$ cat config.mk
export PLATFORM = sky130hd
export DESIGN_NAME = sqemux_switch_ctrl
export DESIGN_NICKNAME = d
export VERILOG_FILES = /design/src/rtl/sqemux_switch_ctrl.sv
export SDC_FILE = /design/constraint.sdc
export NUM_CORES = 1
export LEC_CHECK = 0
export CAP_MARGIN = 5
export CORE_MARGIN = 2
export CORE_UTILIZATION = 53
export CTS_CLUSTER_SIZE = 10
export DETAILED_ROUTE_END_ITERATION = 16
export PLACE_DENSITY = 0.76
export SYNTH_ARGS = -nofsm -noshare
export SYNTH_HDL_FRONTEND = slang
export SYNTH_SLANG_ARGS = --single-unit
$ cat constraint.sdc
create_clock -name CLK -period 2.35 [get_ports CLK]
set_input_delay 0.3525 -clock CLK [delete_from_list [all_inputs] [get_ports CLK]]
set_output_delay 0.3525 -clock CLK [all_outputs]
set_load 0.02 [all_outputs]
$ cat src/rtl/sqemux_switch_ctrl.sv
// sqemux_switch_ctrl
// Sequencer for the SQEMUX clock-mux control pins (SELECT/SEN/DEN).
// Each source change is break-before-make:
//   1. gate the mux off (SEN low),
//   2. wait GATE_CYCLES, then flip SELECT,
//   3. wait SETTLE_CYCLES, then re-enable (SEN high) and pulse DONE.
// After reset the mux stays gated for SETTLE_CYCLES before it is first enabled.
// All outputs are flops clocked by the free-running control clock CLK.
module sqemux_switch_ctrl #(
  parameter int GATE_CYCLES   = 4,
  parameter int SETTLE_CYCLES = 4,
  parameter int CNT_W         = 8
) (
  input  logic CLK,
  input  logic RST,
  input  logic REQ_VALID,
  input  logic REQ_SEL,
  output logic REQ_READY,
  input  logic DYNEN_IN,
  output logic SELECT,
  output logic SEN,
  output logic DEN,
  output logic BUSY,
  output logic DONE,
  output logic ERR
);

  localparam logic [1:0] ST_STARTUP  = 2'd0;
  localparam logic [1:0] ST_IDLE     = 2'd1;
  localparam logic [1:0] ST_GATE_OFF = 2'd2;
  localparam logic [1:0] ST_SETTLE   = 2'd3;

  // Terminal counts are pre-cast to the counter width so comparisons are width-exact.
  localparam logic [CNT_W-1:0] GATE_LAST   = CNT_W'(GATE_CYCLES - 1);
  localparam logic [CNT_W-1:0] SETTLE_LAST = CNT_W'(SETTLE_CYCLES - 1);
  localparam logic [CNT_W-1:0] CNT_ZERO    = {CNT_W{1'b0}};
  localparam logic [CNT_W-1:0] CNT_ONE     = CNT_W'(1);

  logic [1:0]       state_q,  state_d;
  logic [CNT_W-1:0] cnt_q,    cnt_d;
  logic             select_q, select_d;
  logic             sen_q,    sen_d;
  logic             den_q,    den_d;
  logic             done_q,   done_d;
  logic             err_q,    err_d;
  logic             target_q, target_d;
  logic             ready_q,  ready_d;
  logic             busy_q,   busy_d;

  // Next-state logic for the switch sequencer; DONE/ERR default low so they pulse for one cycle.
  always_comb begin
    state_d  = state_q;
    cnt_d    = cnt_q;
    select_d = select_q;
    sen_d    = sen_q;
    den_d    = den_q;
    target_d = target_q;
    done_d   = 1'b0;
    err_d    = 1'b0;
    case (state_q)
      ST_STARTUP: begin
        if (cnt_q == SETTLE_LAST) begin
          sen_d   = 1'b1;
          cnt_d   = CNT_ZERO;
          state_d = ST_IDLE;
        end else begin
          cnt_d = cnt_q + CNT_ONE;
        end
      end
      ST_IDLE: begin
        if (REQ_VALID && ready_q) begin
          if (REQ_SEL == select_q) begin
            // Already on the requested source: acknowledge without touching the mux.
            done_d = 1'b1;
          end else if (!DYNEN_IN) begin
            // A switch is needed but dynamic switching is not permitted.
            err_d = 1'b1;
          end else begin
            // Start the switch: gate the mux off first.
            sen_d    = 1'b0;
            den_d    = 1'b1;
            target_d = REQ_SEL;
            cnt_d    = CNT_ZERO;
            state_d  = ST_GATE_OFF;
          end
        end else begin
          state_d = ST_IDLE;
        end
      end
      ST_GATE_OFF: begin
        if (cnt_q == GATE_LAST) begin
          // SEN has been low for GATE_CYCLES, so SELECT can change safely.
          select_d = target_q;
          cnt_d    = CNT_ZERO;
          state_d  = ST_SETTLE;
        end else begin
          cnt_d = cnt_q + CNT_ONE;
        end
      end
      ST_SETTLE: begin
        if (cnt_q == SETTLE_LAST) begin
          // Re-enable on a later edge than the SELECT change.
          sen_d   = 1'b1;
          den_d   = 1'b0;
          done_d  = 1'b1;
          cnt_d   = CNT_ZERO;
          state_d = ST_IDLE;
        end else begin
          cnt_d = cnt_q + CNT_ONE;
        end
      end
      default: begin
        // Unreachable encoding: recover through the gated startup path.
        state_d = ST_STARTUP;
        cnt_d   = CNT_ZERO;
        sen_d   = 1'b0;
        den_d   = 1'b0;
      end
    endcase
  end

  // READY/BUSY are registered from the next state so they match the state flop exactly.
  always_comb begin
    ready_d = (state_d == ST_IDLE);
    busy_d  = (state_d != ST_IDLE);
  end

  // State and output registers. Reset is asynchronous and gates the mux immediately.
  always_ff @(posedge CLK or posedge RST) begin
    if (RST) begin
      state_q  <= ST_STARTUP;
      cnt_q    <= CNT_ZERO;
      select_q <= 1'b0;
      sen_q    <= 1'b0;
      den_q    <= 1'b0;
      done_q   <= 1'b0;
      err_q    <= 1'b0;
      target_q <= 1'b0;
      ready_q  <= 1'b0;
      busy_q   <= 1'b1;
    end else begin
      state_q  <= state_d;
      cnt_q    <= cnt_d;
      select_q <= select_d;
      sen_q    <= sen_d;
      den_q    <= den_d;
      done_q   <= done_d;
      err_q    <= err_d;
      target_q <= target_d;
      ready_q  <= ready_d;
      busy_q   <= busy_d;
    end
  end

  assign REQ_READY = ready_q;
  assign BUSY      = busy_q;
  assign SELECT    = select_q;
  assign SEN       = sen_q;
  assign DEN       = den_q;
  assign DONE      = done_q;
  assign ERR       = err_q;

endmodule

# Yosys cells after proc, flatten, opt, wreduce, memory -nomap -nowiden
# Cells that the tools add are included.
[totals]
regBits = 18
input_bits = 5
output_inout_bits = 7
[op_classes]
n_addsub = 1
n_eq_ne = 12
muxes = 29
bitwise = 1
n_reduce_logical = 11
[ops]
columns = ["cell", "n"]
rows = [
  ["8-bit two-way mux", 4],
  ["8-bit one-hot mux with 2 select lines", 1],
  ["1-bit two-way mux", 15],
  ["2-bit two-way mux", 5],
  ["5-bit AND reduction", 2],
  ["8-bit by 1-bit adder with 8-bit output (second input constant)", 1],
  ["8-bit by 2-bit == test with 1-bit output (second input constant)", 1],
  ["2-bit inequality test (second input constant)", 4],
  ["1-bit one-hot mux with 2 select lines", 3],
  ["2-bit one-hot mux with 3 select lines", 1],
  ["2-bit by 1-bit == test with 1-bit output (second input constant)", 2],
  ["2-bit == test (second input constant)", 2],
  ["2-bit by 1-bit inequality test with 1-bit output (second input constant)", 2],
  ["4-bit AND reduction", 1],
  ["2-bit nonzero test", 2],
  ["3-bit AND reduction", 1],
  ["3-bit OR reduction", 1],
  ["2-bit logical NOT", 1],
  ["2-bit AND reduction", 1],
  ["2-bit OR reduction", 1],
  ["1-bit == test", 1],
  ["1-bit logical AND", 1],
  ["1-bit inverter", 1],
]

# Logic depth before layout (Yosys ltp)
# Gate-level depths: netlist of the first run.
[depth]
depth_word = 5
depth_mapped = 7

# Worst setup path after synthesis of the first run
# No wires, ideal clock.
[synth_timing]
path_type = "reg2reg"
from = "register state_q[1]"
to = "register target_q"
setup_time_ns = 0.125
arrival_ns = 1.629
required_time_ns = 2.225
slack_ns = 0.597
stages_incl_launch_ff = 7
path_buffers = 1
cell_sequence = "dfrtp_1 -> inv_1 -> ha_1 -> buf_4 -> nand3_1 -> or3b_2 -> mux2_2"
[synth_via]
elab_chain_len = 2
[synth_rtl]
columns = ["element", "line_no", "text"]
rows = [
  ["from (decl)", "39", "logic [1:0] state_q, state_d;"],
  ["from (signal assigned)", "142", "state_q <= state_d;"],
  ["2-bit by 1-bit == test with 1-bit output", "60", "case (state_q)"],
  ["4-bit AND reduction (no line)", "--", ""],
  ["to (signal assigned)", "149", "target_q <= target_d;"],
  ["to (decl)", "46", "logic target_q, target_d;"],
]
# Every way passes these cells.
# A chain may end at the register's enable or synchronous reset.

# Worst setup path in the final report of the first run
# Same ends and word-level chain as after synthesis.

==> impl_metrics.py, run 1 <==
metrics = {
    "drt": {
        "drt_pass1_iterations": 3,
        "drtIter0Drc": 7,
        "wl_um": 1750,
        "wl_per_cell_um": 13.36,
        "routed_via_density": 5.481,
        "ant_nets": 0,
        "via_count": 718,
        "drc": 0,
    },
    "critical_path": {
        "cp_max_fo": 9,
        "rr_startpoint": "state_q[1]",
        "worst-setup-path-type": "reg -> reg",
        "start_kind": "flip-flop",
        "cp_cell_sequence": "inv_1 -> ha_1 -> nand3_1 -> or3b_2 -> mux2_2",
        "crit_start": "state_q[1]",
        "critPathCaptureType": "flip-flop",
        "cp_slowest_cell": "or3b_2",
        "r2r-end": "target_q",
        "r2r_slack_ps": 370,
        "cp.required_ps": 2530,
        "max_stage_delay_ps": 520,
        "rr_worst_depth": 5,
        "cp_data_arrival_time_ps": 2160,
    },
    "logic_synthesis": {
        "yosysSeqAreaShare": 0.4558,
        "yosysMostFrequentCell": "dfrtp_1",
        "synthTopCellsByArea": "dfrtp_1, ha_1, o21ai_0, mux2_2, nand2_1",
        "syn_nets": 104,
        "ys_seq_elements": 18,
        "yosysUniqueCellTypes": 34,
        "synth_flop_cell": "dfrtp_1",
        "ys_top_cells_by_count": "dfrtp_1, nand2_1, o21ai_0",
        "syn_inst": 94,
        "synth-edff-count": 0,
        "yosysTopAreaCell": "dfrtp_1",
        "synth_top_area_frac": 0.4293,
        "netlist_area_um2": 991.0,
        "ys_warn_count": 0,
        "ys_async_sr_fraction": 1.000,
        "synth_area_per_cell_um2": 10.54,
    },
    "final_layout": {
        "final_layout_size_suffix_gt1_frac": 0.1415,
        "n_fill_cell": 141,
        "nets": 117,
        "diodes": 0,
        "regArea_um2": 451.7,
        "multi_input_area_um2": 496.7,
        "area_delta_synth_final_pct": 15.53,
        "finalNonFillerCells": 131,
    },
    "status": {
        "status": "finished, final reports clean",
    },
    "sta": {
        "worst_hold_slack_ps": 442.4,
        "slew_violations": 0,
        "fmax_ghz": 0.5050,
        "finClkSkew_ps": 1.254,
        "fin_tns_setup_ps": 0,
        "rsz0062_at_grt": "false",
        "timing.final.crit_period_ps": 1980,
        "worst_slack_ps": 369.6,
        "min_period_over_period": 0.8427,
        "relSlewSlack": 0.5707,
        "worst_slew_pin_slew_ps": 643.2,
        "finalSetupViolCount": 0,
        "hold_viol": 0,
    },
    "grt": {
        "grt_pass1_wl_um": 3022,
        "grt_max_degree": 19,
        "antenna_found_initial": 0,
        "grt-ovfl-total": 0,
        "grt.total_usage": 0.1958,
        "grt_pass1_vias": 682,
    },
    "floorplan": {
        "initial_utilization": 0.5677,
        "die_width_um": 47.24,
        "fp-row-count": 15,
        "coreArea_um2": 1745,
        "pin_count": 12,
        "die_y_um": 47.24,
        "dieArea_um2": 2232,
    },
    "cts": {
        "clock_latency_ps": 290,
        "clkTransAtPathRegs_ps": 100,
        "cts.sinks": 18,
        "clockBufferDepth": 2,
        "cts_setup_buffers": 0,
        "numCtsBuffers": 3,
        "cts_tree": "built",
        "cts_root_buffer": "clkbuf_4",
        "cts_hold_buf": 0,
        "cts_resized": 0,
        "htree_levels": 1,
    },
    "power_and_ir_drop": {
        "p_leak_nw": 0.4863,
        "power.density_nw_per_um2": 1138,
        "p_total_mw": 1.303,
        "peakVddDrop_mv": 0.9205,
    },
    "min_path": {
        "hp-class": "in -> async",
    },
    "placement": {
        "dp_cells": 127,
        "post-dp-hpwl_um": 1324,
        "io_buffers": 11,
        "pre_cts_slack_ps": 302.6,
        "place_congestion": 0.8154,
    },
    "flow_run": {
        "cap_violations": 0,
    },
}
layout make-up:
type | count | area share
well taps | 25 | 0.02732
repair buffers | 11 | 0.09618
flip-flops and latches | 18 | 0.3945
clock buffers | 4 | 0.03169
multi-input cells | 68 | 0.4339
inverters | 5 | 0.01639
stage by stage:
stage | instance area (um2) | util
CTS | 1145 | 0.6559
global route | 1145 | 0.6559
floorplan | 991.0 | -
global placement | 1109 | 0.6351
detailed placement | 1109 | 0.6351
finish | 1145 | 0.6559
worst max-delay path by stage:
stage / slack (ps) / to
3_5_place_dp: 300 / DEN
6_report: 370 / target_q
5_1_grt: 240 / target_q
3_3_place_gp: 390 / DEN
4_1_cts: 370 / target_q
2_1_floorplan: 600 / target_q
layout by cell type (no fill, tap or decap), types with 2 or more instances in the layout:
| cell type | n |
|---|---|
| xnor2_1 | 3 |
| nand2_1 | 8 |
| ha_1 | 5 |
| nor3_1 | 3 |
| a31oi_1 | 4 |
| nand2b_1 | 2 |
| mux2_2 | 3 |
| inv_1 | 5 |
| a22o_1 | 3 |
| a21oi_1 | 4 |
| o21a_1 | 2 |
| o21ai_0 | 7 |
| nand3_1 | 5 |
| clkbuf_4 | 3 |
| nand3b_1 | 2 |
| dfrtp_1 | 17 |
| clkdlybuf4s50_1 | 11 |
| nor2_1 | 3 |
cell families (layout without fill, tap and decap cells):
logic type | after synthesis | in the layout | synth area share
muxes | 3 | 3 | 0.03409
and+or+nand+nor | 31 | 31 | 0.1970
adders and majority gates | 5 | 5 | 0.06313
xor gates and xnor gates | 4 | 4 | 0.03536
DFF | 18 | 18 | 0.4558
AOI/OAI and AO/OA | 25 | 25 | 0.1717
buffers and inverters | 8 | 20 | 0.04293
flip-flops by register name (all words and copies together), names as in the netlist:
signal	cells
cnt_q	8
DEN	1
REQ_READY	1
DONE	1
SELECT	1
target_q	1
ERR	1
state_q	2
SEN	1
BUSY	1
critical path: cells and delay by family (launching register included):
| kind | cells | cell delay (ps) |
|---|---|---|
| muxes | 1 | 290 |
| DFF | 1 | 450 |
| and+or+nand+nor | 2 | 720 |
| buffers and inverters | 1 | 100 |
| adders and majority gates | 1 | 320 |
where the power goes:
part | switching (mW) | total, mW | internal (mW)
logic | 0.326 | 0.600 | 0.273
clock network | 0.0911 | 0.185 | 0.0944
registers | 0.108 | 0.518 | 0.410
metal layers:
layer  global-route usage  routed length, um  vias up  part of all wire
li1                     -                  -      365                 -
met3              0.04231                 64        5             0.037
met2               0.2892                772       11              0.44
met1               0.2749                881      337              0.50
met5                    0                  0        -                 0
met4              0.08333                 31        0             0.018
Note: power is estimated with default switching activity, not from simulation.
==> run 2: changes to the inputs <==
CORE_UTILIZATION = 48   (was 53)
PLACE_DENSITY = 0.73   (was 0.76)
clock period = 1.7 ns   (was 2.35 ns; I/O delays follow)
==> impl_metrics.py, run 2 (synthesis gave the netlist of run 1 again) <==
metrics = {
    "critical_path": {
        "cp.required_ps": 1890,
        "start_kind": "flip-flop",
        "critPathCaptureType": "flip-flop",
        "cp_max_fo": 7,
        "cp_data_arrival_time_ps": 1930,
        "worst-setup-path-type": "reg -> reg",
        "r2r_slack_ps": -40,
    },
    "drt": {
        "drtIter0Drc": 15,
        "wl_um": 2461,
        "wl_per_cell_um": 15.98,
        "ant_nets": 0,
        "drc": 0,
        "via_count": 863,
        "drt_pass1_iterations": 4,
        "routed_via_density": 5.604,
    },
    "sta": {
        "relSlewSlack": 0.5740,
        "hold_viol": 0,
        "fmax_ghz": 0.5759,
        "finalSetupViolCount": 2,
        "timing.final.crit_period_ps": 1736,
        "min_period_over_period": 1.021,
        "worst_slack_ps": -36.36,
        "rsz0062_at_grt": "true",
        "worst_slew_pin_slew_ps": 634.1,
        "finClkSkew_ps": 6.272,
        "slew_violations": 0,
        "fin_tns_setup_ps": -40.53,
    },
    "final_layout": {
        "layout_commonest_cell": "buf_4",
        "top_register": "cnt_q",
        "multi_input_area_um2": 549.3,
        "final_layout_size_suffix_gt1_frac": 0.3150,
        "diodes": 0,
        "area_delta_synth_final_pct": 37.25,
        "final_cell_mix": "buf_4, dfrtp_1, clkdlybuf4s50_1",
        "regArea_um2": 451.7,
        "finalNonFillerCells": 154,
        "n_fill_cell": 156,
        "largest_reg_flops": 8,
        "reg_top3": "cnt_q (8), state_q (2)",
        "nets": 138,
        "post-route-util": 0.6932,
        "design_area_um2": 1360,
    },
    "placement": {
        "io_buffers": 11,
        "pre_cts_slack_ps": -97.72,
        "place_congestion": 0.9016,
        "post-dp-hpwl_um": 1732,
        "dp_cells": 148,
        "placed_cell_area_um2": 1256,
    },
    "power_and_ir_drop": {
        "p_leak_nw": 0.6067,
        "seqPwrFrac": 0.299,
        "clkPwrFrac": 0.120,
        "comb_power_share": 0.581,
        "p_int_mw": 1.368,
        "swShare": 0.3986,
        "peakVddDrop_mv": 1.392,
        "p_sw_mw": 0.9066,
        "power.density_nw_per_um2": 1672,
    },
    "grt": {
        "antenna_found_initial": 0,
        "grt_pass1_wl_um": 4195,
        "top_usage_layer": "met2",
        "grt-ovfl-total": 0,
        "grt_use_met3": 0.03988,
        "grt_max_degree": 19,
        "grt.total_usage": 0.2256,
        "grt_pass1_vias": 927,
        "grt_use_met2": 0.3761,
        "use_met1": 0.2765,
    },
    "floorplan": {
        "fp-row-count": 16,
        "die_width_um": 49.44,
        "die_y_um": 49.44,
        "dieArea_um2": 2444,
        "pin_count": 12,
        "initial_utilization": 0.5051,
        "coreArea_um2": 1962,
    },
    "cts": {
        "cts_tree": "built",
        "numCtsBuffers": 3,
        "clock_latency_ps": 300,
        "htree_levels": 1,
        "clkTransAtPathRegs_ps": 110,
        "cts.sinks": 18,
        "clockBufferDepth": 2,
        "cts_root_buffer": "clkbuf_4",
    },
    "min_path": {
        "hp-class": "in -> async",
    },
    "flow_run": {
        "cap_violations": 0,
    },
    "status": {
        "status": "complete, but fails checks",
        "violations": "setup timing",
    },
}
run 2: changes by cell type in the layout (fill, tap and decap cells not counted), sizes merged:
cell / change
buf: +21
clkdlybuf4s50: -1
dlymetal6s2s: +1
run 2: what timing repair did:
| item | in CTS | in global routing |
|---|---|---|
| hold buffers | 0 | 0 |
| setup buffers | 2 | 0 |
| pin swaps | 1 | 1 |
| resized for setup | 0 | 9 |
| setup endpoints to repair | 1 | 13 |
run 2: metrics by stage:
step                total power, mW  hold WS, ps
global route                  2.449        262.0
floorplan                     1.315        192.8
CTS                           2.121        262.3
detailed placement            1.797        504.0
global placement              1.752        487.4
finish                        2.274        248.2
run 2: area by class of cell:
class	instances	share of cell area
timing repair buffer	32	0.1987
tap	27	0.02484
sequential	18	0.3321
multi-input combinational	68	0.4039
inverter	5	0.01380
clock buffer	4	0.02668
run 2: final timing paths:
check | from | to | depth (start not counted)
setup / recovery | cnt_q[4] | SELECT | 4
min in group CLK | target_q | SELECT | 1
hold / removal | RST | ERR | 3
setup reg to reg | cnt_q[4] | SELECT | 4
hold reg to reg | target_q | SELECT | 1
max in group asynchronous | RST | BUSY | 3
run 2: power by group through the flow:
stage / logic [mW] / registers, mW / clock network (mW)
after floorplan: 0.577 / 0.739 / 0
after global placement: 1.09 / 0.658 / 0
after detailed placement: 1.13 / 0.665 / 0
after CTS: 1.19 / 0.656 / 0.277
after global routing: 1.45 / 0.699 / 0.297
final: 1.32 / 0.679 / 0.274
run 2: worst max-delay path, cell delays in order (launching register included):
cell     delay, ps
dfrtp_1        470
nor3_1         520
and2_1         280
nand2_1         80
mux2_2         270
run 2: metal layers:
metal	wire length, um	up-vias
met5	0	-
met4	65	0
met3	108	8
met2	1233	28
met1	1054	420
li1	-	407
==> run 3: changes to the inputs <==
CTS_CLUSTER_SIZE = 24   (was 10)
==> results of run 3 <==
Final layout, timing and power as in run 2 (identical DEF).
